`config.mk`:
```
export PLATFORM = sky130hd
export DESIGN_NAME = uart_sample_unpacker_flat
export DESIGN_NICKNAME = d
export VERILOG_FILES = /design/src/rtl/uart_sample_unpacker_if.sv /design/src/rtl/uart_sample_unpacker.sv /design/src/flat_wrapper.sv
export SDC_FILE = /design/constraint.sdc
export NUM_CORES = 1
export LEC_CHECK = 0
export ABC_CLOCK_PERIOD_IN_PS = 2600
export BUFFER_PORTS_ARGS = -buffer_cell sky130_fd_sc_hd__clkbuf_2
export CAP_MARGIN = 10
export CORE_AREA = 3 3 50 64
export CTS_BUF_LIST = sky130_fd_sc_hd__clkbuf_16
export CTS_CLUSTER_SIZE = 20
export DETAILED_ROUTE_END_ITERATION = 7
export DIE_AREA = 0 0 53 67
export GPL_TIMING_DRIVEN = 0
export MAX_ROUTING_LAYER = met4
export PLACE_DENSITY = 0.89
export SETUP_SLACK_MARGIN = 0.02
export SYNTH_ARGS = -nofsm -noshare
export SYNTH_HDL_FRONTEND = slang
export SYNTH_SLANG_ARGS = --single-unit
```
`constraint.sdc`:
```
create_clock -name clk -period 2.6 [get_ports clk]
set_input_delay 0.65 -clock clk [delete_from_list [all_inputs] [get_ports clk]]
set_output_delay 0.65 -clock clk [all_outputs]
set_load 0.02 [all_outputs]
```
`src/rtl/uart_sample_unpacker_if.sv`:
```
// Bus bundle for uart_sample_unpacker: multi-pop FIFO head on one side, sample stream on the other.
// master = the unpacker, slave = FIFO plus downstream consumer.
interface uart_sample_unpacker_if #(
   parameter int N = 4
);
   logic [N-1:0][7:0]      fifo_data;
   logic [$clog2(N+1)-1:0] fifo_can_pop;
   logic [$clog2(N+1)-1:0] fifo_pop;
   logic [15:0]            out_data;
   logic                   out_valid;
   logic                   out_ready;
   logic                   out_first;
   logic                   out_last;

   modport master (
      input  fifo_data, fifo_can_pop, out_ready,
      output fifo_pop, out_data, out_valid, out_first, out_last
   );

   modport slave (
      output fifo_data, fifo_can_pop, out_ready,
      input  fifo_pop, out_data, out_valid, out_first, out_last
   );
endinterface

```
`src/rtl/uart_sample_unpacker.sv`:
```
// Hunts for SYNC_BYTE in the UART RX FIFO, then unpacks FRAME_LEN little-endian 16-bit samples.
// Define UART_UNPACK_CHECKSUM_EN to check a trailing XOR byte after each frame.
module uart_sample_unpacker #(
   parameter int         N         = 4,
   parameter int         FRAME_LEN = 256,
   parameter logic [7:0] SYNC_BYTE = 8'hA5
) (
   input  logic                  clk,
   input  logic                  rstn,
   uart_sample_unpacker_if.master bus,
   output logic                  sync_drop,
   output logic                  chk_err
);
   localparam int PW = $clog2(N + 1);
   localparam int CW = $clog2(FRAME_LEN + 1);
   localparam logic [CW-1:0] CNT_LAST = CW'(FRAME_LEN - 1);

`ifdef UART_UNPACK_CHECKSUM_EN
   typedef enum logic [1:0] {HUNT = 2'd0, PAYLOAD = 2'd1, CHECK = 2'd2} state_t;
`else
   typedef enum logic {HUNT = 1'b0, PAYLOAD = 1'b1} state_t;
`endif

   state_t        state, state_nxt;
   logic [CW-1:0] cnt_p0;
   logic [15:0]   data_p1;
   logic          vld_p1, first_p1, last_p1;
   logic          slot_free, has1, has2, sync_hit, load_p0, frame_end;

   assign slot_free = !vld_p1 || bus.out_ready;
   assign has1      = bus.fifo_can_pop >= PW'(1);
   assign has2      = bus.fifo_can_pop >= PW'(2);
   assign sync_hit  = (state == HUNT) && has1 && (bus.fifo_data[0] == SYNC_BYTE);
   // A sample is only taken when both of its bytes are present and the output slot can accept it.
   assign load_p0   = (state == PAYLOAD) && has2 && slot_free;
   assign frame_end = load_p0 && (cnt_p0 == CNT_LAST);

   always_ff @(posedge clk) begin
      if (!rstn) state <= HUNT;
      else       state <= state_nxt;
   end

   always_comb begin
      state_nxt = state;
      case (state)
         HUNT:    if (sync_hit) state_nxt = PAYLOAD;
`ifdef UART_UNPACK_CHECKSUM_EN
         PAYLOAD: if (frame_end) state_nxt = CHECK;
         CHECK:   if (has1) state_nxt = HUNT;
`else
         PAYLOAD: if (frame_end) state_nxt = HUNT;
`endif
         default: state_nxt = HUNT;
      endcase
   end

   always_comb begin
      bus.fifo_pop = '0;
      if (rstn) begin
         case (state)
            HUNT:    if (has1) bus.fifo_pop = PW'(1);
            PAYLOAD: if (load_p0) bus.fifo_pop = PW'(2);
`ifdef UART_UNPACK_CHECKSUM_EN
            CHECK:   if (has1) bus.fifo_pop = PW'(1);
`endif
            default: bus.fifo_pop = '0;
         endcase
      end
   end

   always_ff @(posedge clk) begin
      if (!rstn)         cnt_p0 <= '0;
      else if (sync_hit) cnt_p0 <= '0;
      else if (load_p0)  cnt_p0 <= frame_end ? '0 : cnt_p0 + CW'(1);
   end

   // ---- stage p0 -> p1: single-entry output register ----
   always_ff @(posedge clk) begin
      if (!rstn) begin
         vld_p1   <= 1'b0;
         data_p1  <= '0;
         first_p1 <= 1'b0;
         last_p1  <= 1'b0;
      end else if (load_p0) begin
         vld_p1   <= 1'b1;
         data_p1  <= {bus.fifo_data[1], bus.fifo_data[0]};
         first_p1 <= (cnt_p0 == '0);
         last_p1  <= (cnt_p0 == CNT_LAST);
      end else if (slot_free) begin
         vld_p1   <= 1'b0;
      end
   end

   assign bus.out_valid = vld_p1;
   assign bus.out_data  = data_p1;
   assign bus.out_first = first_p1;
   assign bus.out_last  = last_p1;

   always_ff @(posedge clk) begin
      if (!rstn) sync_drop <= 1'b0;
      else       sync_drop <= (state == HUNT) && has1 && (bus.fifo_data[0] != SYNC_BYTE);
   end

`ifdef UART_UNPACK_CHECKSUM_EN
   logic [7:0] xor_p0;

   // Running XOR is a datapath register: cleared when the sync byte is accepted, not by reset.
   always_ff @(posedge clk) begin
      if (sync_hit)     xor_p0 <= 8'h00;
      else if (load_p0) xor_p0 <= xor_p0 ^ bus.fifo_data[0] ^ bus.fifo_data[1];
   end

   always_ff @(posedge clk) begin
      if (!rstn) chk_err <= 1'b0;
      else       chk_err <= (state == CHECK) && has1 && (bus.fifo_data[0] != xor_p0);
   end
`else
   assign chk_err = 1'b0;
`endif
endmodule

```
`src/flat_wrapper.sv`:
```
// flat-port wrapper written by rule: the top's interface ports become plain ports
module uart_sample_unpacker_flat 
#(
   parameter int         N         = 4,
   parameter int         FRAME_LEN = 256,
   parameter logic [7:0] SYNC_BYTE = 8'hA5
)
  (clk, rstn, sync_drop, chk_err, bus_fifo_data, bus_fifo_can_pop, bus_out_ready, bus_fifo_pop, bus_out_data, bus_out_valid, bus_out_first, bus_out_last);
  uart_sample_unpacker_if #(.N(N)) bus_i ();
  input  logic clk;
  input  logic rstn;
  output logic sync_drop;
  output logic chk_err;
  input wire logic [$bits(bus_i.fifo_data)-1:0] bus_fifo_data;
  input wire logic [$bits(bus_i.fifo_can_pop)-1:0] bus_fifo_can_pop;
  input wire logic [$bits(bus_i.out_ready)-1:0] bus_out_ready;
  output wire logic [$bits(bus_i.fifo_pop)-1:0] bus_fifo_pop;
  output wire logic [$bits(bus_i.out_data)-1:0] bus_out_data;
  output wire logic [$bits(bus_i.out_valid)-1:0] bus_out_valid;
  output wire logic [$bits(bus_i.out_first)-1:0] bus_out_first;
  output wire logic [$bits(bus_i.out_last)-1:0] bus_out_last;
  assign bus_i.fifo_data = bus_fifo_data;
  assign bus_i.fifo_can_pop = bus_fifo_can_pop;
  assign bus_i.out_ready = bus_out_ready;
  assign bus_fifo_pop = bus_i.fifo_pop;
  assign bus_out_data = bus_i.out_data;
  assign bus_out_valid = bus_i.out_valid;
  assign bus_out_first = bus_i.out_first;
  assign bus_out_last = bus_i.out_last;
  uart_sample_unpacker #(.N(N), .FRAME_LEN(FRAME_LEN), .SYNC_BYTE(SYNC_BYTE)) u_core (.clk(clk), .rstn(rstn), .bus(bus_i), .sync_drop(sync_drop), .chk_err(chk_err));
endmodule
```
Word level (Yosys, flattened, before mapping)
Cells that the tools add are included.
Widths: inputs -> output; s select.
{"block": "totals", "ff_bits": 30, "wordCells": 36}
{"block": "classes", "addsub": 1, "magnitude_cmp": 2, "n_eq_ne": 3, "n_mux": 10, "bitwise": 2, "n_reduce_logical": 11}
{"cell": "$add 9x1->9 const B", "count": 1}
{"cell": "$eq 9x8->1 const B", "count": 1}
{"cell": "$logic_not 9->1", "count": 1}
{"cell": "$mux 9", "count": 1}
{"cell": "$eq 8x8->1 const B", "count": 1}
{"cell": "$ne 8x8->1 const B", "count": 1}
{"cell": "$logic_and 1x1->1", "count": 6}
{"cell": "$pmux 3 s2", "count": 1}
{"cell": "$mux 1", "count": 5}
{"cell": "$ge 3x1->1 const B", "count": 1}
{"cell": "$ge 3x2->1 const B", "count": 1}
{"cell": "$mux 3", "count": 1}
{"cell": "$mux 2", "count": 1}
{"cell": "$not 1->1", "count": 2}
{"cell": "$pmux 1 s2", "count": 1}
{"cell": "$reduce_bool 2->1", "count": 1}
{"cell": "$reduce_or 2->1", "count": 1}
{"cell": "$logic_not 1->1", "count": 1}
{"cell": "$logic_or 1x1->1", "count": 1}

Depth between registers and ports, before layout
{"block": "logic_depth", "depth_word": 6, "ltp_mapped": 5}

Least setup slack after synthesis
Ideal clock, no wire load.
{"block": "synth_timing", "path_type": "input port to output port", "startpoint": "input bus_out_ready", "endpoint": "output bus_fifo_pop[1]", "arrival_ps": 1390, "required_ps": 1950, "setup_slack_ps": 560, "cell_stages": 4, "path_buffers": 1, "cell_sequence": "or2b_2 nand2_1 buf_2 nor2_1"}
{"block": "synth_between", "elab_chain_cells": 5}
{"item": "from (decl)", "line": "flat_wrapper.sv:16", "text": "input wire logic [$bits(bus_i.out_ready)-1:0] bus_out_ready;"}
{"item": "$logic_or 1x1->1", "line": "uart_sample_unpacker.sv:30", "text": "assign slot_free = !vld_p1 || bus.out_ready;"}
{"item": "$logic_and 1x1->1", "line": "uart_sample_unpacker.sv:35", "text": "assign load_p0 = (state == PAYLOAD) && has2 && slot_free;"}
{"item": "$mux 2", "line": "uart_sample_unpacker.sv:62", "text": "PAYLOAD: if (load_p0) bus.fifo_pop = PW'(2);"}
{"item": "$pmux 3 s2", "line": "uart_sample_unpacker.sv:60", "text": "case (state)"}
{"item": "$mux 3", "line": "uart_sample_unpacker.sv:59", "text": "if (rstn) begin"}
{"item": "to (decl)", "line": "flat_wrapper.sv:17", "text": "output wire logic [$bits(bus_i.fifo_pop)-1:0] bus_fifo_pop;"}
No other way between the ends. The select of a mux whose other input is x is not followed.

Worst setup path in the final report
Ends and elaborated chain as after synthesis.

==> metrics <==
outcome=finished clean; YS warnings=0; GR peak layer=met2; Switching Share=0.2043; worst skew pair latency=280 ps; Cells after Synth=151; All-Layer GR Usage=0.1986; post-CTS setup buffer count=0; CTS Buf Count=5; dpl ws=238.2 ps; Max Cap Viol=0; starting density of the core=0.4748; GR Util met2=0.3509; RSZ-0062 raised after global routing=no; clock-pin slew on the worst setup and hold paths=40 ps; DR vias=1219; DR vias/cell=5.165; Gate power share=0.045; layout cells sized above 1=0.2970; vias in the first global route=1172; setup slack after layout=221.6 ps; register share of total power=0.446; initial antenna violation count=0; storage element area=600.6 µm²; final setup fails=0; post-route ant nets=0; Switch Pwr=212.4 µW; count of pins over their slew limit=0; Max IR drop VDD=599.1 µV; fin util=0.6242; Hold Crit Class=reg -> reg; Clock Sinks=30; Worst setup EP type=primary output; mapped cell area=1260 µm²; post-synth cell types=35; Longest Clk Path Bufs=2; Area growth, synth to finish=31.48%; first-pass GRT wire length=4864 µm; leak pwr=0.6684 nW; GR Layer Usage met1=0.1736; Residual DRC=0; Max-slew headroom=0.6633; die footprint=3551 µm²; Avg Cell Area, Syn=8.344 µm²; area of the multi-input gates=610.6 µm²; Buffers on Ports=43; H-tree levels=2; Sum Neg Setup Slack=0 ps; ANT cells=0; largest net degree at the start of global routing=11; IO Pins=62; Crit Path Category=in -> out; clock skew=6.638 ps; Clock power frac=0.509; final RePlAce weighted congestion=0.8150; min cycle time layout=2378 ps; Final Hold Viols=0; Die W=53 µm; Seq cells post-synth=30; CTS hold repair buffers=0; First-pass DRT Iterations=4; filler cell count=239; core area=2654 µm²; Worst Path Max Fanout=10; Layout Nets=242; die height=67 µm; Tcrit/Tclk final=0.9148; Fmax=420.5 MHz; # resized after CTS=0; HPWL Detailed=2255 µm; met3 Use GR=0.08054; Starting DRT DRC Count=30; sequential-to-total area share from yosys stat=0.4767; Worst-Margin Slew=498.3 ps; Power Density=627.4 nW/µm²; Worst Path Required=1950 ps; WL final=3081 µm; CTS tree=built; FP Rows=21; Worst EP arrival=1730 ps; startpoint types=input port; clk root buf=clkbuf_16; routed len/inst=13.06 µm; P_int=827.0 µW; Overflow after GRT=0
kinds of logic after synthesis:
family / Yosys count / synth area share
simple gates: 69 / 0.2681
compound gates: 34 / 0.1629
flops: 30 / 0.4767
buf+inv: 11 / 0.04170
xor+xnor: 4 / 0.02781
fa+ha+maj: 2 / 0.01986
other cells: 1 / 0.002976
power groups by stage:
stage | Sequential (mW) | Combinational (mW) | Clock (mW)
after detailed placement | 0.472 | 0.0462 | 0
after floorplan | 0.474 | 0.0201 | 0
after global placement | 0.472 | 0.0456 | 0
after global routing | 0.463 | 0.0514 | 0.552
after CTS | 0.463 | 0.0468 | 0.534
final | 0.463 | 0.0469 | 0.529
synthesized netlist by cell type (all sizes together):
| master | count | area share |
|---|---|---|
| nand2 | 40 | 0.12 |
| dfxtp | 30 | 0.48 |
| nor3b | 1 | 0.0060 |
| and4 | 1 | 0.0070 |
| or2 | 1 | 0.0050 |
| nor4bb | 2 | 0.016 |
| inv | 4 | 0.012 |
| nor2b | 1 | 0.0050 |
| or2b | 1 | 0.0070 |
| nand4 | 2 | 0.0099 |
| ha | 2 | 0.020 |
| a41o | 1 | 0.0079 |
| o21bai | 1 | 0.015 |
| nor2 | 7 | 0.023 |
| nor4b | 2 | 0.014 |
| conb | 1 | 0.0030 |
| xnor2 | 2 | 0.014 |
| or4 | 1 | 0.0089 |
| xor2 | 2 | 0.014 |
| buf | 5 | 0.024 |
| nand3 | 4 | 0.016 |
| clkbuf | 2 | 0.0060 |
| o31ai | 1 | 0.0060 |
| nor4 | 2 | 0.0099 |
| o21ai | 3 | 0.012 |
| nand4b | 1 | 0.0070 |
| or3 | 2 | 0.0099 |
| a21oi | 24 | 0.098 |
| and3 | 1 | 0.0050 |
| o211ai | 2 | 0.012 |
| o21a | 1 | 0.0060 |
| a21boi | 1 | 0.0060 |
registers in the layout, summed over array words and instances, names as in the netlist:
signal and cells:
u_core.state 1, u_core.bus.out_valid 1, u_core.bus.out_data 16, u_core.bus.out_first 1, u_core.sync_drop 1, u_core.bus.out_last 1, u_core.cnt_p0 9
through the flow:
stage | std cells | total power, mW | hold slack (ps) | area [µm²]
4_1_cts | 236 | 1.045 | 453.3 | 1657
6_report | 236 | 1.039 | 453.0 | 1657
5_1_grt | 236 | 1.066 | 480.7 | 1657
3_5_place_dp | 229 | 0.5184 | 446.6 | 1521
2_1_floorplan | 152 | 0.4943 | 465.2 | 1264
3_3_place_gp | 229 | 0.5177 | 442.0 | 1521
critical path, cell delays in order:
cell      delay, ps
clkbuf_2         90
or2b_2          330
nand2_1         180
buf_2           250
nor2_1           60
clkbuf_2        170
layout by cell type, fill, tap and decap left out, drive strengths merged, types with 2 or more instances in the layout:
cell type,count
clkbuf,50
or3,2
nor4b,2
clkinv,2
o211ai,2
inv,4
xnor2,2
nand2,40
conb,2
a21oi,24
buf,5
nor4bb,2
dfxtp,30
o21ai,3
nor2,7
nand3,4
xor2,2
nor4,2
ha,2
nand4,2
final timing paths:
check | startpoint | endpoint | slack (ps) | cells after the start
worst max register to register | u_core.state | u_core.bus.out_data[12] | 1070 | 5
worst min-delay path | u_core.bus.out_last | u_core.bus.out_last | 450 | 2
worst max-delay path | bus_out_ready | bus_fifo_pop[1] | 220 | 6
worst min register to register | u_core.bus.out_last | u_core.bus.out_last | 450 | 2
routing by layer:
metal	vias to the layer above	share of wire
met5	-	0
met2	35	0.52
met4	0	0.034
met1	552	0.38
li1	621	-
met3	11	0.067
area by class of cell:
| type | instances | share of cell area |
|---|---|---|
| multi-input cells | 111 | 0.3686 |
| flip-flops and latches | 30 | 0.3625 |
| repair buffers | 43 | 0.1299 |
| clock buffers | 5 | 0.07553 |
| well taps | 34 | 0.02568 |
| plain buffers | 7 | 0.02266 |
| inverters | 4 | 0.009063 |
| clock inverters | 2 | 0.006042 |
(Power assumes the default switching activity.)
